<file path="src/rtl/fmac_stream_if.sv">
// Stream bundle for fmac_stream: sample input stream, flush/threshold
// controls and the result output stream.
interface fmac_stream_if #(
    parameter int DATA_W  = 8,
    parameter int ACC_W   = 16,
    parameter int COUNT_W = 8
);
    logic               in_valid;
    logic               in_ready;
    logic [DATA_W-1:0]  x;
    logic [DATA_W-1:0]  y;
    logic               last;
    logic               clear;
    logic [ACC_W-1:0]   threshold;
    logic               out_valid;
    logic               out_ready;
    logic [ACC_W-1:0]   a;
    logic [COUNT_W-1:0] out_count;
    logic               out_over;
    logic               out_ovf;

    // MAC side
    modport slave (
        input  in_valid, x, y, last, clear, threshold, out_ready,
        output in_ready, out_valid, a, out_count, out_over, out_ovf
    );

    // Source/consumer side
    modport master (
        output in_valid, x, y, last, clear, threshold, out_ready,
        input  in_ready, out_valid, a, out_count, out_over, out_ovf
    );
endinterface

</file>
<file path="src/rtl/fmac_stream.sv">
// Two-stage streaming multiply-accumulate. Stage 1 registers x*y, stage 2
// accumulates with optional saturation and emits a result on frame end or
// when the running sum exceeds the threshold.
module fmac_stream #(
    parameter int DATA_W   = 8,
    parameter int ACC_W    = 16,
    parameter int SIGNED   = 0,
    parameter int SATURATE = 1,
    parameter int COUNT_W  = 8
) (
    input  logic          CLK,
    input  logic          RESET,
    fmac_stream_if.slave  bus
);
    localparam int PW = 2 * DATA_W;
    localparam int SW = ACC_W + 1;
    localparam logic [ACC_W-1:0]   U_MAX   = '1;
    localparam logic [ACC_W-1:0]   S_MAX   = {1'b0, {(ACC_W-1){1'b1}}};
    localparam logic [ACC_W-1:0]   S_MIN   = {1'b1, {(ACC_W-1){1'b0}}};
    localparam logic [COUNT_W-1:0] CNT_MAX = '1;

    logic               s1_valid_q, s1_valid_d;
    logic [PW-1:0]      s1_p_q, s1_p_d;
    logic               s1_last_q, s1_last_d;
    logic [ACC_W-1:0]   acc_q, acc_d;
    logic [COUNT_W-1:0] cnt_q, cnt_d;
    logic               ovf_q, ovf_d;
    logic               out_valid_q, out_valid_d;
    logic [ACC_W-1:0]   a_q, a_d;
    logic [COUNT_W-1:0] out_count_q, out_count_d;
    logic               out_over_q, out_over_d;
    logic               out_ovf_q, out_ovf_d;

    logic               en;
    logic               hs;
    logic [PW-1:0]      prod;
    logic [ACC_W-1:0]   p_ext;
    logic [ACC_W:0]     sum;
    logic               ovf_now;
    logic [ACC_W-1:0]   sat_val;
    logic [ACC_W-1:0]   acc_next;
    logic [COUNT_W-1:0] cnt_next;
    logic               ovf_next;
    logic               exceed;

    // A held, unconsumed result freezes the whole pipe
    assign en            = !(out_valid_q && !bus.out_ready);
    assign bus.in_ready  = en && !bus.clear;
    assign hs            = bus.in_valid && bus.in_ready;

    assign bus.out_valid = out_valid_q;
    assign bus.a         = a_q;
    assign bus.out_count = out_count_q;
    assign bus.out_over  = out_over_q;
    assign bus.out_ovf   = out_ovf_q;

    // Product, extended sum, overflow detection, clamp/wrap and threshold compare
    always_comb begin
        prod    = '0;
        p_ext   = '0;
        sum     = '0;
        ovf_now = 1'b0;
        sat_val = '0;
        exceed  = 1'b0;
        if (SIGNED != 0) begin
            prod    = PW'($signed(bus.x)) * PW'($signed(bus.y));
            p_ext   = ACC_W'($signed(s1_p_q));
            sum     = SW'($signed(acc_q)) + SW'($signed(p_ext));
            // sum carries one guard bit, so its top bit is the true sign
            ovf_now = sum[ACC_W] ^ sum[ACC_W-1];
            sat_val = sum[ACC_W] ? S_MIN : S_MAX;
        end else begin
            prod    = PW'(bus.x) * PW'(bus.y);
            p_ext   = ACC_W'(s1_p_q);
            sum     = SW'(acc_q) + SW'(p_ext);
            ovf_now = sum[ACC_W];
            sat_val = U_MAX;
        end
        if (ovf_now && (SATURATE != 0)) begin
            acc_next = sat_val;
        end else begin
            acc_next = sum[ACC_W-1:0];
        end
        cnt_next = (cnt_q == CNT_MAX) ? cnt_q : cnt_q + 1'b1;
        ovf_next = ovf_q | ovf_now;
        if (SIGNED != 0) begin
            exceed = $signed(acc_next) > $signed(bus.threshold);
        end else begin
            exceed = acc_next > bus.threshold;
        end
    end

    // Pipeline, accumulator and output register next-state
    always_comb begin
        s1_valid_d  = s1_valid_q;
        s1_p_d      = s1_p_q;
        s1_last_d   = s1_last_q;
        acc_d       = acc_q;
        cnt_d       = cnt_q;
        ovf_d       = ovf_q;
        out_valid_d = out_valid_q && !bus.out_ready;
        a_d         = a_q;
        out_count_d = out_count_q;
        out_over_d  = out_over_q;
        out_ovf_d   = out_ovf_q;
        if (bus.clear) begin
            // flush wins over any emit this cycle; output register untouched
            s1_valid_d = 1'b0;
            acc_d      = '0;
            cnt_d      = '0;
            ovf_d      = 1'b0;
        end else if (en) begin
            s1_valid_d = hs;
            s1_p_d     = prod;
            s1_last_d  = bus.last;
            if (s1_valid_q) begin
                if (exceed || s1_last_q) begin
                    out_valid_d = 1'b1;
                    a_d         = acc_next;
                    out_count_d = cnt_next;
                    out_over_d  = exceed;
                    out_ovf_d   = ovf_next;
                    acc_d       = '0;
                    cnt_d       = '0;
                    ovf_d       = 1'b0;
                end else begin
                    acc_d = acc_next;
                    cnt_d = cnt_next;
                    ovf_d = ovf_next;
                end
            end
        end
    end

    // State registers with asynchronous reset
    always_ff @(posedge CLK or posedge RESET) begin
        if (RESET) begin
            s1_valid_q  <= 1'b0;
            s1_p_q      <= '0;
            s1_last_q   <= 1'b0;
            acc_q       <= '0;
            cnt_q       <= '0;
            ovf_q       <= 1'b0;
            out_valid_q <= 1'b0;
            a_q         <= '0;
            out_count_q <= '0;
            out_over_q  <= 1'b0;
            out_ovf_q   <= 1'b0;
        end else begin
            s1_valid_q  <= s1_valid_d;
            s1_p_q      <= s1_p_d;
            s1_last_q   <= s1_last_d;
            acc_q       <= acc_d;
            cnt_q       <= cnt_d;
            ovf_q       <= ovf_d;
            out_valid_q <= out_valid_d;
            a_q         <= a_d;
            out_count_q <= out_count_d;
            out_over_q  <= out_over_d;
            out_ovf_q   <= out_ovf_d;
        end
    end
endmodule

</file>
<file path="src/flat_wrapper.sv">
// flat-port wrapper written by rule: the top's interface ports become plain ports
module fmac_stream_flat 
#(
    parameter int DATA_W   = 8,
    parameter int ACC_W    = 16,
    parameter int SIGNED   = 0,
    parameter int SATURATE = 1,
    parameter int COUNT_W  = 8
)
  (CLK, RESET, bus_in_valid, bus_x, bus_y, bus_last, bus_clear, bus_threshold, bus_out_ready, bus_in_ready, bus_out_valid, bus_a, bus_out_count, bus_out_over, bus_out_ovf);
  fmac_stream_if #(.DATA_W(DATA_W), .ACC_W(ACC_W), .COUNT_W(COUNT_W)) bus_i ();
  input  logic CLK;
  input  logic RESET;
  input wire logic [$bits(bus_i.in_valid)-1:0] bus_in_valid;
  input wire logic [$bits(bus_i.x)-1:0] bus_x;
  input wire logic [$bits(bus_i.y)-1:0] bus_y;
  input wire logic [$bits(bus_i.last)-1:0] bus_last;
  input wire logic [$bits(bus_i.clear)-1:0] bus_clear;
  input wire logic [$bits(bus_i.threshold)-1:0] bus_threshold;
  input wire logic [$bits(bus_i.out_ready)-1:0] bus_out_ready;
  output wire logic [$bits(bus_i.in_ready)-1:0] bus_in_ready;
  output wire logic [$bits(bus_i.out_valid)-1:0] bus_out_valid;
  output wire logic [$bits(bus_i.a)-1:0] bus_a;
  output wire logic [$bits(bus_i.out_count)-1:0] bus_out_count;
  output wire logic [$bits(bus_i.out_over)-1:0] bus_out_over;
  output wire logic [$bits(bus_i.out_ovf)-1:0] bus_out_ovf;
  assign bus_i.in_valid = bus_in_valid;
  assign bus_i.x = bus_x;
  assign bus_i.y = bus_y;
  assign bus_i.last = bus_last;
  assign bus_i.clear = bus_clear;
  assign bus_i.threshold = bus_threshold;
  assign bus_i.out_ready = bus_out_ready;
  assign bus_in_ready = bus_i.in_ready;
  assign bus_out_valid = bus_i.out_valid;
  assign bus_a = bus_i.a;
  assign bus_out_count = bus_i.out_count;
  assign bus_out_over = bus_i.out_over;
  assign bus_out_ovf = bus_i.out_ovf;
  fmac_stream #(.DATA_W(DATA_W), .ACC_W(ACC_W), .SIGNED(SIGNED), .SATURATE(SATURATE), .COUNT_W(COUNT_W)) u_core (.CLK(CLK), .RESET(RESET), .bus(bus_i));
endmodule
</file>
<file path="config.mk">
export PLATFORM = sky130hd
export DESIGN_NAME = fmac_stream_flat
export DESIGN_NICKNAME = d
export VERILOG_FILES = /design/src/rtl/fmac_stream_if.sv /design/src/rtl/fmac_stream.sv /design/src/flat_wrapper.sv
export SDC_FILE = /design/constraint.sdc
export NUM_CORES = 1
export LEC_CHECK = 0
export ABC_AREA = 0
export CORE_MARGIN = 8
export CORE_UTILIZATION = 46
export CTS_BUF_LIST = sky130_fd_sc_hd__clkbuf_16
export DETAILED_ROUTE_END_ITERATION = 8
export GPL_TIMING_DRIVEN = 0
export PLACE_DENSITY_LB_ADDON = 0.08
export SETUP_SLACK_MARGIN = 0.15
export SLEW_MARGIN = 0
export SYNTH_ARGS = -nofsm -noshare
export SYNTH_HDL_FRONTEND = slang
export SYNTH_SLANG_ARGS = --single-unit
</file>
<file path="constraint.sdc">
create_clock -name CLK -period 5.3 [get_ports CLK]
set_input_delay 0.53 -clock CLK [delete_from_list [all_inputs] [get_ports CLK]]
set_output_delay 0.53 -clock CLK [all_outputs]
set_load 0.01 [all_outputs]
</file>
# Word-level counts from Yosys, hierarchy flattened
# Cells that the tools add are included.
# classes
n_lt_le_gt_ge	1
n_mul	1
reduce_logical	11
bitwise_logic	3
eq_ne	2
muxes	20
n_addsub	2
# op_table
cell	count
$mux 16	5
$mux 8	5
$add 16x16->17	1
$gt 16x16->1	1
$mul 8x8->16	1
$mux 1	10
$add 8x1->8 const B	1
$eq 8x8->1 const B	1
$reduce_and 2->1	2
$reduce_and 4->1	1
$logic_and 1x1->1	3
$logic_not 1->1	3
$ne 2x2->1 const B	1
$not 1->1	2
$reduce_bool 2->1	1
$logic_or 1x1->1	1
$or 1x1->1	1
# totals
register_bits	70
input_bits	38

# Logic depth before layout (Yosys ltp)
# Gate-level depths: netlist of run 1.
# logic_depth
word_depth	8
depth_mapped	17
depth_no_buf	16

# Worst setup path before layout of run 1
# Ideal clock, no wire load.
# synth_path
kind	input-to-reg
from	input port bus_y[7]
to	register u_core.s1_p_q[13], in the netlist u_core.p_ext[13]
cell_stages	14
required_ns	5.180
arrival_time_ns	4.414
slack_ns	0.766
path_buffers	0
path_cell_list	and2_1 > fa_1 > inv_1 > fa_1 > fa_1 > inv_1 > fa_1 > ha_1 > a21o_1 > or3_1 > o211ai_1 > a21oi_1 > or3_1 > a31o_2
# synth_between
elab_chain_len	1
# synth_lines
item	line	rtl
start: declaration	flat_wrapper.sv:16	input wire logic [$bits(bus_i.y)-1:0] bus_y;
$mul 8x8->16	fmac_stream.sv:73	prod = PW'(bus.x) * PW'(bus.y);
end signal: assignment	fmac_stream.sv:151	s1_p_q <= s1_p_d;
end: declaration	fmac_stream.sv:23	logic [PW-1:0] s1_p_q, s1_p_d;
# Every way passes these cells.
# A chain may end at the register's enable or synchronous reset.

# Worst setup path in the final report of run 1
# layout_path
from	register u_core.s1_p_q[0], in the netlist u_core.p_ext[0]
to	register u_core.a_q[5], in the netlist u_core.bus.a[5]
# layout_between
elab_chain_len	5
# layout_lines
item	line	rtl
$add 16x16->17	fmac_stream.sv:75	sum = SW'(acc_q) + SW'(p_ext);
$mux 16	fmac_stream.sv:79	if (ovf_now && (SATURATE != 0)) begin
net u_core.acc_next[15]	fmac_stream.sv:41	logic [ACC_W-1:0] acc_next;
$gt 16x16->1	fmac_stream.sv:89	exceed = acc_next > bus.threshold;
$logic_or 1x1->1	fmac_stream.sv:117	if (exceed || s1_last_q) begin
$reduce_and 4->1 (no line)	--	
end signal: assignment	fmac_stream.sv:145	a_q <= '0;
end signal: assignment	fmac_stream.sv:157	a_q <= a_d;
end: declaration	fmac_stream.sv:29	logic [ACC_W-1:0] a_q, a_d;
# The timed path passes the listed nets, and every way through them passes these cells.

==> out/qor.yml, run 1 <==
setup_viol: 0
insertion_delay_ps: 340
hold_class: "reg2reg"
vias_per_cell: 5.460
slowest_delay_ps: 450
clk_path_buf_depth: 2
design_power_total_w: 0.002893
dpl.hpwl_um: 11810
leakagePower_nw: 3.723
cts.clk_slew.worst_paths_ps: 60
power_frac_seq_pct: 26.0
hold_start: "u_core.ovf_q$_DFFE_PP0P_"
ctsHtreeMaxLevel: 3
pre_cts_ws_ps: -66.48
grt-ovfl-total: 0
crit_fanout: 10
drtAntennaViolNets: 0
nets: 895
numCtsBuffers: 9
clock_tree.root_cell: "clkbuf_16"
area_growth_pct: 18.47
routed_wl_um: 14920
clock-sinks: 70
die_h_um: 132.9
path_common_cell: "a211oi_2"
critical_path_required_ps: 5520
die_x_um: 132.9
finalCritPeriodShare_pct: 94.43
ys_warn_count: 0
synth-seq-area-share_pct: 27.87
status: "finished clean"
hold_viol: 0
tritoncts: "done"
final_core_util_pct: 56.01
synth_top_area_share_pct: 27.87
grt_pass1_vias: 5289
die_area_um2: 17660
fmax_mhz: 199.8
numPortBuffers: 65
worstPathArrival_ps: 5230
crit_chain: "ha_1, fa_1, a211oi_2, o21ai_1, a211oi_2, o31ai_1, a211oi_2, nor2_1, ha_1, nand4_2, or2_1, or3_1, o31a_1, buf_6, o21ai_4, buf_8, mux2_4"
grt_max_degree: 71
antenna_found_initial: 0
io_pins: 66
vias: 5089
p_clk_share_pct: 18.2
timing.rr.start: "u_core.p_ext[0]$_DFFE_PP0P_"
drive_gt1_share_pct: 6.481
first_pass_iters: 4
rrSetupSlack_ps: 300
swShare_pct: 40.85
whs_endpoint: "u_core.ovf_q$_DFFE_PP0P_"
path_buf_inv: 2
drt_iter0_drc: 201
core-area_um2: 13300
end_kind: "register"
critical-path-slowest-cell: "or3_1"
max_slew_margin_pct: 33.51
cp_top_family: "compound AO/OA/AOI/OAI gates"
rsz0062_at_grt: "true"
drt-wirelength-per-cell_um: 16.01
netSwitchingPower_w: 0.001182
syn_area_um2: 6286
post-synth-top-count-cell: "nand2_1"
slew_violations: 0
n_antenna_cell: 0
place_congestion: 0.8616
syn_inst: 674
rows: 42
syn_avg_cell_area_um2: 9.326
startpoint_type: "register"
timing.rr.end: "u_core.bus.a[5]$_DFFE_PP0P_"
crit_type: "reg2reg"
hold_depth: 1
p_comb_share_pct: 55.7
reg2reg_depth: 17
netlist_top_cells_count: "nand2_1, inv_1, dfrtp_1"
ys_seq_elements: 70
ctsHoldBuffers: 0
cap_viol_max_count: 0
worst_slew_pin_slew_ps: 988.9
finalWorstSetupSlack_ps: 295.2
synthArstFlopShare_pct: 100.0
start_util_pct: 47.28
synth_edf_count: 0
drc: 0
track_usage_pct: 16.82
min_period_ps: 5005
clock_skew_ps: 9.906
yosysUniqueCellTypes: 58
ir_drop_mv: 0.1566
synth_top_cell_by_area: "dfrtp_1"
syn-num-nets: 818
ys.flop_type: "dfrtp_1"
powerDensity_nw_per_um2: 388.5
p_int_w: 0.001711
grt_pass1_wl_um: 24930
synth.area.top_cells: "dfrtp_1, ha_1, fa_1"
worst max-delay path by stage:
stage / startpoint / slack (ps) / end / cells after the start
detailed placement: bus_y[7] / -70 / u_core.p_ext[13]$_DFFE_PP0P_ / 15
floorplan: bus_y[7] / 770 / u_core.p_ext[13]$_DFFE_PP0P_ / 14
finish: u_core.p_ext[0]$_DFFE_PP0P_ / 300 / u_core.bus.a[5]$_DFFE_PP0P_ / 17
global route: u_core.p_ext[0]$_DFFE_PP0P_ / 150 / u_core.bus.a[6]$_DFFE_PP0P_ / 17
CTS: u_core.p_ext[0]$_DFFE_PP0P_ / 250 / u_core.bus.a[5]$_DFFE_PP0P_ / 17
global placement: bus_y[7] / -30 / u_core.p_ext[13]$_DFFE_PP0P_ / 15
state kept, by name, summed over array words and instances (netlist names):
signal,cells
u_core.acc_q,16
u_core.bus.a,16
u_core.p_ext,16
u_core.bus.out_count,8
u_core.cnt_q,8
u_core.bus.out_over,1
u_core.bus.out_ovf,1
u_core.bus.out_valid,1
u_core.ovf_q,1
u_core.s1_last_q,1
u_core.s1_valid_q,1
through the flow:
stage	cells	TNS, ps	hold slack, ps	cell area [µm²]
final	932	0	498.3	7447
after global routing	932	0	524.6	7447
after CTS	932	0	491.3	7430
after detailed placement	915	-66.48	478.8	7159
after floorplan	674	0	445.3	6286
after global placement	915	-28.29	466.5	7157
logic make-up after synthesis:
kind of cell | Yosys count | share of synthesized area (%)
AO/OA/AOI/OAI | 165 | 18.01
XOR/XNOR | 18 | 2.508
adder cells (fa/ha/maj) | 106 | 25.52
buffers and inverters | 93 | 5.971
flip-flops | 70 | 27.87
multiplexers | 18 | 3.643
AND/OR/NAND/NOR | 204 | 16.48
layer usage:
| metal | GRT usage (%) | up-vias | part of all wire [%] |
|---|---|---|---|
| met2 | 28.66 | 119 | 48 |
| met3 | 2.952 | 21 | 3.9 |
| met5 | 0 | - | 0 |
| met1 | 20.78 | 2429 | 47 |
| met4 | 6.183 | 0 | 1.6 |
| li1 | - | 2520 | - |
timing repair:
item | CTS | global route
gates resized for setup | 2 | 8
hold endpoints to repair | 0 | 0
setup buffers | 1 | 0
setup endpoints to repair | 12 | 29
pin swaps | 1 | 0
gates cloned | 0 | 0
layout make-up:
type,instances,area (µm²)
plain buffers,18,96.34
clock buffers,9,225.2
clock inverters,7,32.53
fillers,1210,5848
inverters,75,284.0
multi-input cells,511,4164
flip-flops and latches,70,1752
well taps,176,220.2
repair buffers,66,673.1
power by group through the flow:
stage                     Sequential, W  Combinational [W]  Clock, W
after global placement         0.000756            0.00157         0
after floorplan                0.000771            0.00111         0
after global routing           0.000770            0.00180  0.000559
after detailed placement       0.000762            0.00160         0
after CTS                      0.000754            0.00162  0.000538
final                          0.000753            0.00161  0.000528
cells in the final DEF (no fill, tap or decap), drive strengths merged, types with 6 or more instances in the layout:
cell | netlist | routed
a21o | 14 | 14
a22o | 14 | 14
clkinv | 1 | 6
o21a | 7 | 7
clkdlybuf4s50 | 0 | 59
fa | 37 | 37
a21oi | 25 | 25
clkbuf | 11 | 21
xor2 | 7 | 7
inv | 74 | 75
nor3 | 8 | 8
and3 | 6 | 6
nor4b | 6 | 6
nand2 | 82 | 82
ha | 69 | 69
o31ai | 10 | 10
nor4 | 7 | 7
mux2 | 15 | 15
a211oi | 10 | 10
buf | 7 | 7
o21ai | 50 | 50
dlymetal6s2s | 0 | 6
dfrtp | 70 | 70
nor2 | 21 | 21
or3 | 8 | 8
o21bai | 7 | 7
nand4 | 11 | 11
and2 | 39 | 39
xnor2 | 11 | 11
Power figures use the tool's default switching activity.
==> run 2: changes to the inputs <==
--- a/config.mk
+++ b/config.mk
@@ -10,6 +10,7 @@
 export CORE_UTILIZATION = 46
 export CTS_BUF_LIST = sky130_fd_sc_hd__clkbuf_16
 export DETAILED_ROUTE_END_ITERATION = 8
+export DONT_BUFFER_PORTS = 1
 export GPL_TIMING_DRIVEN = 0
 export PLACE_DENSITY_LB_ADDON = 0.08
 export SETUP_SLACK_MARGIN = 0.15
==> run 2 against run 1 <==
  * Global-route usage increased by 0.16 points
  * Critical path type unchanged
  * Highest routed layer unchanged
  * Clock-buffer cell count did not move
  * Register-to-register slack gained 110 ps
  * Fmax grew 2.3%
  * Sequential power increased by 6.2%
  * Worst setup slack gained 110 ps
  * Routed wire length decreased by 2.8%
  * Critical path depth did not move
  * Largest power group unchanged
  * Clock power rose by 20%
  * Die area unchanged
==> out/qor.yml, run 2 (synthesis gave the netlist of run 1 again) <==
reg2reg_depth: 17
setup_tns_ps: 0
vias: 4869
die_x_um: 132.9
start_util_pct: 47.28
drc: 0
clock_skew_ps: 5.201
nets: 833
numCtsBuffers: 9
dpl.hpwl_um: 11500
p_comb_share_pct: 49.3
hold_viol: 0
multi_input_area_um2: 4169
hold_class: "in2async"
drt-wirelength-per-cell_um: 16.67
tritoncts: "done"
grt-ovfl-total: 0
clock_tree.root_cell: "clkbuf_16"
grt_pass1_vias: 5064
p_clk_share_pct: 22.4
insertion_delay_ps: 340
min_period_ps: 4890
track_usage_pct: 16.98
vias_per_cell: 5.597
clock-sinks: 70
netSwitchingPower_w: 0.001156
drt_iter0_drc: 198
seq_area_um2: 1752
ir_drop_mv: 0.1341
antenna_found_initial: 0
cts.clk_slew.worst_paths_ps: 60
final_common_cell: "nand2_1"
ctsHtreeMaxLevel: 3
max_slew_margin_pct: 42.44
leakagePower_nw: 3.469
n_antenna_cell: 0
cap_viol_max_count: 0
worstPathArrival_ps: 5110
final_cell_mix: "nand2_1, inv_1, dfrtp_1"
status: "finished clean"
grt_max_degree: 71
core-area_um2: 13300
area_growth_pct: 9.096
rsz0062_at_grt: "false"
crit_fanout: 10
io_pins: 66
p_int_w: 0.001671
fmax_mhz: 204.5
finalCritPeriodShare_pct: 92.27
powerDensity_nw_per_um2: 412.2
swShare_pct: 40.88
clk_path_buf_depth: 2
end_kind: "register"
final_core_util_pct: 51.58
place_congestion: 0.8572
setup_viol: 0
drive_gt1_share_pct: 7.781
grt_pass1_wl_um: 24930
numPortBuffers: 0
drtAntennaViolNets: 0
routed_wl_um: 14500
power_frac_seq_pct: 28.3
die_area_um2: 17660
crit_type: "reg2reg"
worst_slew_pin_slew_ps: 863.4
instances_no_fill: 870
rows: 42
slew_violations: 0
die_h_um: 132.9
startpoint_type: "register"
holdWs_ps: 252.1
first_pass_iters: 4
dp.cells: 850
critical_path_required_ps: 5520
n_fill_cell: 1222
-- run 2: final timing paths --
path,slack (ps),from,endpoint
max in group asynchronous,4480,RESET,u_core.acc_q[6]$_DFFE_PP0P_
min,250,RESET,u_core.bus.out_count[3]$_DFFE_PP0P_
max reg2reg,410,u_core.p_ext[0]$_DFFE_PP0P_,u_core.bus.a[10]$_DFFE_PP0P_
max,410,u_core.p_ext[0]$_DFFE_PP0P_,u_core.bus.a[10]$_DFFE_PP0P_
min in group CLK,250,bus_clear,u_core.s1_valid_q$_DFFE_PP0P_
min reg2reg,490,u_core.p_ext[11]$_DFFE_PP0P_,u_core.p_ext[11]$_DFFE_PP0P_
-- run 2: cell type report --
| type | instances | share of cell area [%] |
|---|---|---|
| tap | 176 | 3.211 |
| multi-input combinational | 511 | 60.79 |
| timing repair buffer | 4 | 0.4379 |
| clock inverter | 7 | 1.186 |
| clock buffer | 9 | 3.284 |
| buffer | 18 | 1.405 |
| inverter | 75 | 4.142 |
| sequential | 70 | 25.54 |
-- run 2: layer usage --
layer | track usage, % | vias up | wire length (µm)
met5 | 0 | - | 0
met4 | 6.183 | 0 | 236
met3 | 4.807 | 18 | 888
met2 | 27.70 | 113 | 6801
met1 | 20.90 | 2333 | 6574
li1 | - | 2405 | -
-- run 2: power by group through the flow --
stage          clock network [W]  logic, W  registers [W]
2_1_floorplan                  0   0.00111       0.000771
3_3_place_gp                   0   0.00137       0.000809
3_5_place_dp                   0   0.00139       0.000813
4_1_cts                 0.000642   0.00140       0.000805
5_1_grt                 0.000660   0.00160       0.000821
6_report                0.000632   0.00139       0.000800
-- run 2: what timing repair did --
action | 4_1_cts | 5_1_grt
buffers inserted | 0 | 4
setup endpoints to repair | 14 | 43
hold buffers | 0 | 0
pin swaps | 0 | 4
resized for setup | 2 | 3
-- run 2: through the flow --
step | setup slack [ps] | power, W | cell area, µm²
detailed placement | 100.7 | 0.002202 | 6509
CTS | 216.0 | 0.002849 | 6820
global placement | 141.3 | 0.002174 | 6506
floorplan | 766.4 | 0.001884 | 6286
finish | 409.9 | 0.002827 | 6858
global route | 177.3 | 0.003077 | 6858
-- run 2: critical path: stages, from the launching register on --
cell,delay (ps)
dfrtp_1,390
ha_1,240
fa_1,440
a211oi_2,270
o21ai_1,190
a211oi_2,360
o31a_1,280
clkbuf_4,240
o21ai_1,160
ha_1,380
nand4_1,110
or2_1,260
or3_1,440
o31a_1,160
buf_6,160
o21ai_4,180
buf_4,180
mux2_2,330
==> run 3: changes to the inputs <==
--- a/config.mk
+++ b/config.mk
@@ -12,6 +12,7 @@
 export DETAILED_ROUTE_END_ITERATION = 8
 export DONT_BUFFER_PORTS = 1
 export GPL_TIMING_DRIVEN = 0
+export MAX_ROUTING_LAYER = met4
 export PLACE_DENSITY_LB_ADDON = 0.08
 export SETUP_SLACK_MARGIN = 0.15
 export SLEW_MARGIN = 0
==> constraint.sdc (replaced) <==
create_clock -name CLK -period 4.8 [get_ports CLK]
set_input_delay 0.48 -clock CLK [delete_from_list [all_inputs] [get_ports CLK]]
set_output_delay 0.48 -clock CLK [all_outputs]
set_load 0.01 [all_outputs]
==> run 3 against run 2 <==
  * Routed wire length rose by 0.26%
  * Sequential share of layout area shrank 0.26 points
  * Worst setup slack worse by 110 ps
  * Global-route usage up 0.52 points
  * Die area is the same
  * Critical path type unchanged
  * Fmax increased by 8.7%
  * Largest power group unchanged
  * Final cell count increased by 0.92%
  * Cell area up 1.0%
==> out/qor.yml, run 3 (synthesis gave the netlist of run 1 again) <==
clock_tree.root_cell: "clkbuf_16"
vias: 4872
final_cell_mix: "nand2_1, inv_1, dfrtp_1"
clk_path_buf_depth: 2
end_kind: "register"
reg2reg_depth: 18
rsz0062_at_grt: "false"
drt_iter0_drc: 222
critical_path_required_ps: 5010
rrSetupSlack_ps: 300
finalCritPeriodShare_pct: 93.69
swShare_pct: 42.21
rows: 42
final_common_cell: "nand2_1"
leakagePower_nw: 3.481
place_congestion: 0.8768
drive_gt1_share_pct: 10.40
vias_per_cell: 5.549
die_x_um: 132.9
ir_drop_mv: 0.1781
dpl.hpwl_um: 11460
start_util_pct: 47.28
tritoncts: "done"
powerDensity_nw_per_um2: 440.1
io_pins: 66
grt_pass1_wl_um: 25080
p_int_w: 0.001762
insertion_delay_ps: 330
grt-ovfl-total: 0
netSwitchingPower_w: 0.001287
clock-sinks: 70
core-area_um2: 13300
crit_fanout: 10
drt-wirelength-per-cell_um: 16.56
routed_wl_um: 14540
drc: 0
crit_type: "reg2reg"
grt_max_degree: 71
fmax_mhz: 222.4
numCtsBuffers: 9
track_usage_pct: 17.50
placed_area_um2: 6509
max_slew_margin_pct: 42.77
status: "finished clean"
die_area_um2: 17660
worstPathArrival_ps: 4710
ctsHtreeMaxLevel: 3
hold_class: "in2async"
timing.rr.start: "u_core.p_ext[0]$_DFFE_PP0P_"
grt_pass1_vias: 5124
power_frac_seq_pct: 29.0
n_fill_cell: 1230
final_core_util_pct: 52.12
stdcell_area_um2: 6929
p_comb_share_pct: 51.9
antenna_found_initial: 0
clock_skew_ps: 5.088
hold_viol: 0
drtAntennaViolNets: 0
timing.rr.end: "u_core.bus.a[12]$_DFFE_PP0P_"
cap_viol_max_count: 0
die_h_um: 132.9
startpoint_type: "register"
p_clk_share_pct: 19.1
n_antenna_cell: 0
numPortBuffers: 0
worst_slew_pin_slew_ps: 858.5
first_pass_iters: 4
cts.clk_slew.worst_paths_ps: 50
slew_violations: 0
min_period_ps: 4497
area_growth_pct: 10.23
nets: 841
setup_viol: 0
==> run 3: power groups by stage <==
stage / registers (W) / logic [W] / clock network (W)
floorplan: 0.000851 / 0.00123 / 0
global placement: 0.000893 / 0.00151 / 0
detailed placement: 0.000897 / 0.00153 / 0
CTS: 0.000889 / 0.00157 / 0.000596
global route: 0.000906 / 0.00180 / 0.000623
finish: 0.000884 / 0.00158 / 0.000584
==> run 3: cell type report <==
cell class / instances / area (µm²) / area share (%)
plain buffers: 18 / 102.6 / 1.481
clock buffers: 9 / 225.2 / 3.250
clock inverters: 7 / 32.53 / 0.4695
inverters: 75 / 284.0 / 4.099
multi-input cells: 511 / 4225 / 60.98
flip-flops and latches: 70 / 1752 / 25.28
well taps: 176 / 220.2 / 3.178
repair buffers: 12 / 87.58 / 1.264
==> run 3: per-stage QoR <==
stage | cells | setup TNS, ps | setup WS (ps) | power [W] | hold WS (ps)
2_1_floorplan | 674 | 0 | 316.4 | 0.002080 | 445.3
3_3_place_gp | 850 | -10020 | -357.6 | 0.002402 | 472.2
3_5_place_dp | 850 | -12950 | -424.9 | 0.002430 | 479.5
4_1_cts | 872 | 0 | 185.2 | 0.003056 | 199.7
5_1_grt | 878 | 0 | 139.6 | 0.003329 | 199.4
6_report | 878 | 0 | 302.8 | 0.003049 | 190.6
==> run 3: per-layer routing <==
layer,track usage (%),share of wire (%),up-vias
met1,21.33,46,2349
met4,4.606,0.91,0
met2,28.37,47,100
li1,-,-,2413
met3,4.315,5.9,10
met5,-,0,-
==> run 3: what timing repair did <==
action                     CTS  global route
setup endpoints to repair   52            48
pin swaps                    6             9
hold endpoints to repair     0             0
setup buffers                6             5
gates cloned                 0             1
resized for setup           12            10
hold buffers                 0             0
==> run 3: how the worst max path moves through the flow <==
stage,from,endpoint,slack [ps],depth (start not counted)
after floorplan,bus_y[7],u_core.p_ext[13]$_DFFE_PP0P_,320,14
after global placement,u_core.p_ext[0]$_DFFE_PP0P_,u_core.bus.a[5]$_DFFE_PP0P_,-360,17
after detailed placement,u_core.p_ext[0]$_DFFE_PP0P_,u_core.bus.a[6]$_DFFE_PP0P_,-420,17
after CTS,u_core.p_ext[0]$_DFFE_PP0P_,u_core.bus.a[12]$_DFFE_PP0P_,190,17
after global routing,u_core.p_ext[3]$_DFFE_PP0P_,u_core.bus.a[9]$_DFFE_PP0P_,140,17
final,u_core.p_ext[0]$_DFFE_PP0P_,u_core.bus.a[12]$_DFFE_PP0P_,300,18
==> run 3: critical path, cell delays in order, from the launching register on <==
cell and delay, ps:
dfrtp_1 410, ha_2 220, fa_2 370, a211oi_2 250
o21ai_2 140, a211oi_4 350, o31a_1 190, buf_4 130
buf_6 110, nand2b_1 60, ha_1 310, nand4_2 160
or2_1 290, or3_4 410, o31a_1 140, buf_6 160
o21ai_4 180, buf_4 170, mux2_2 330
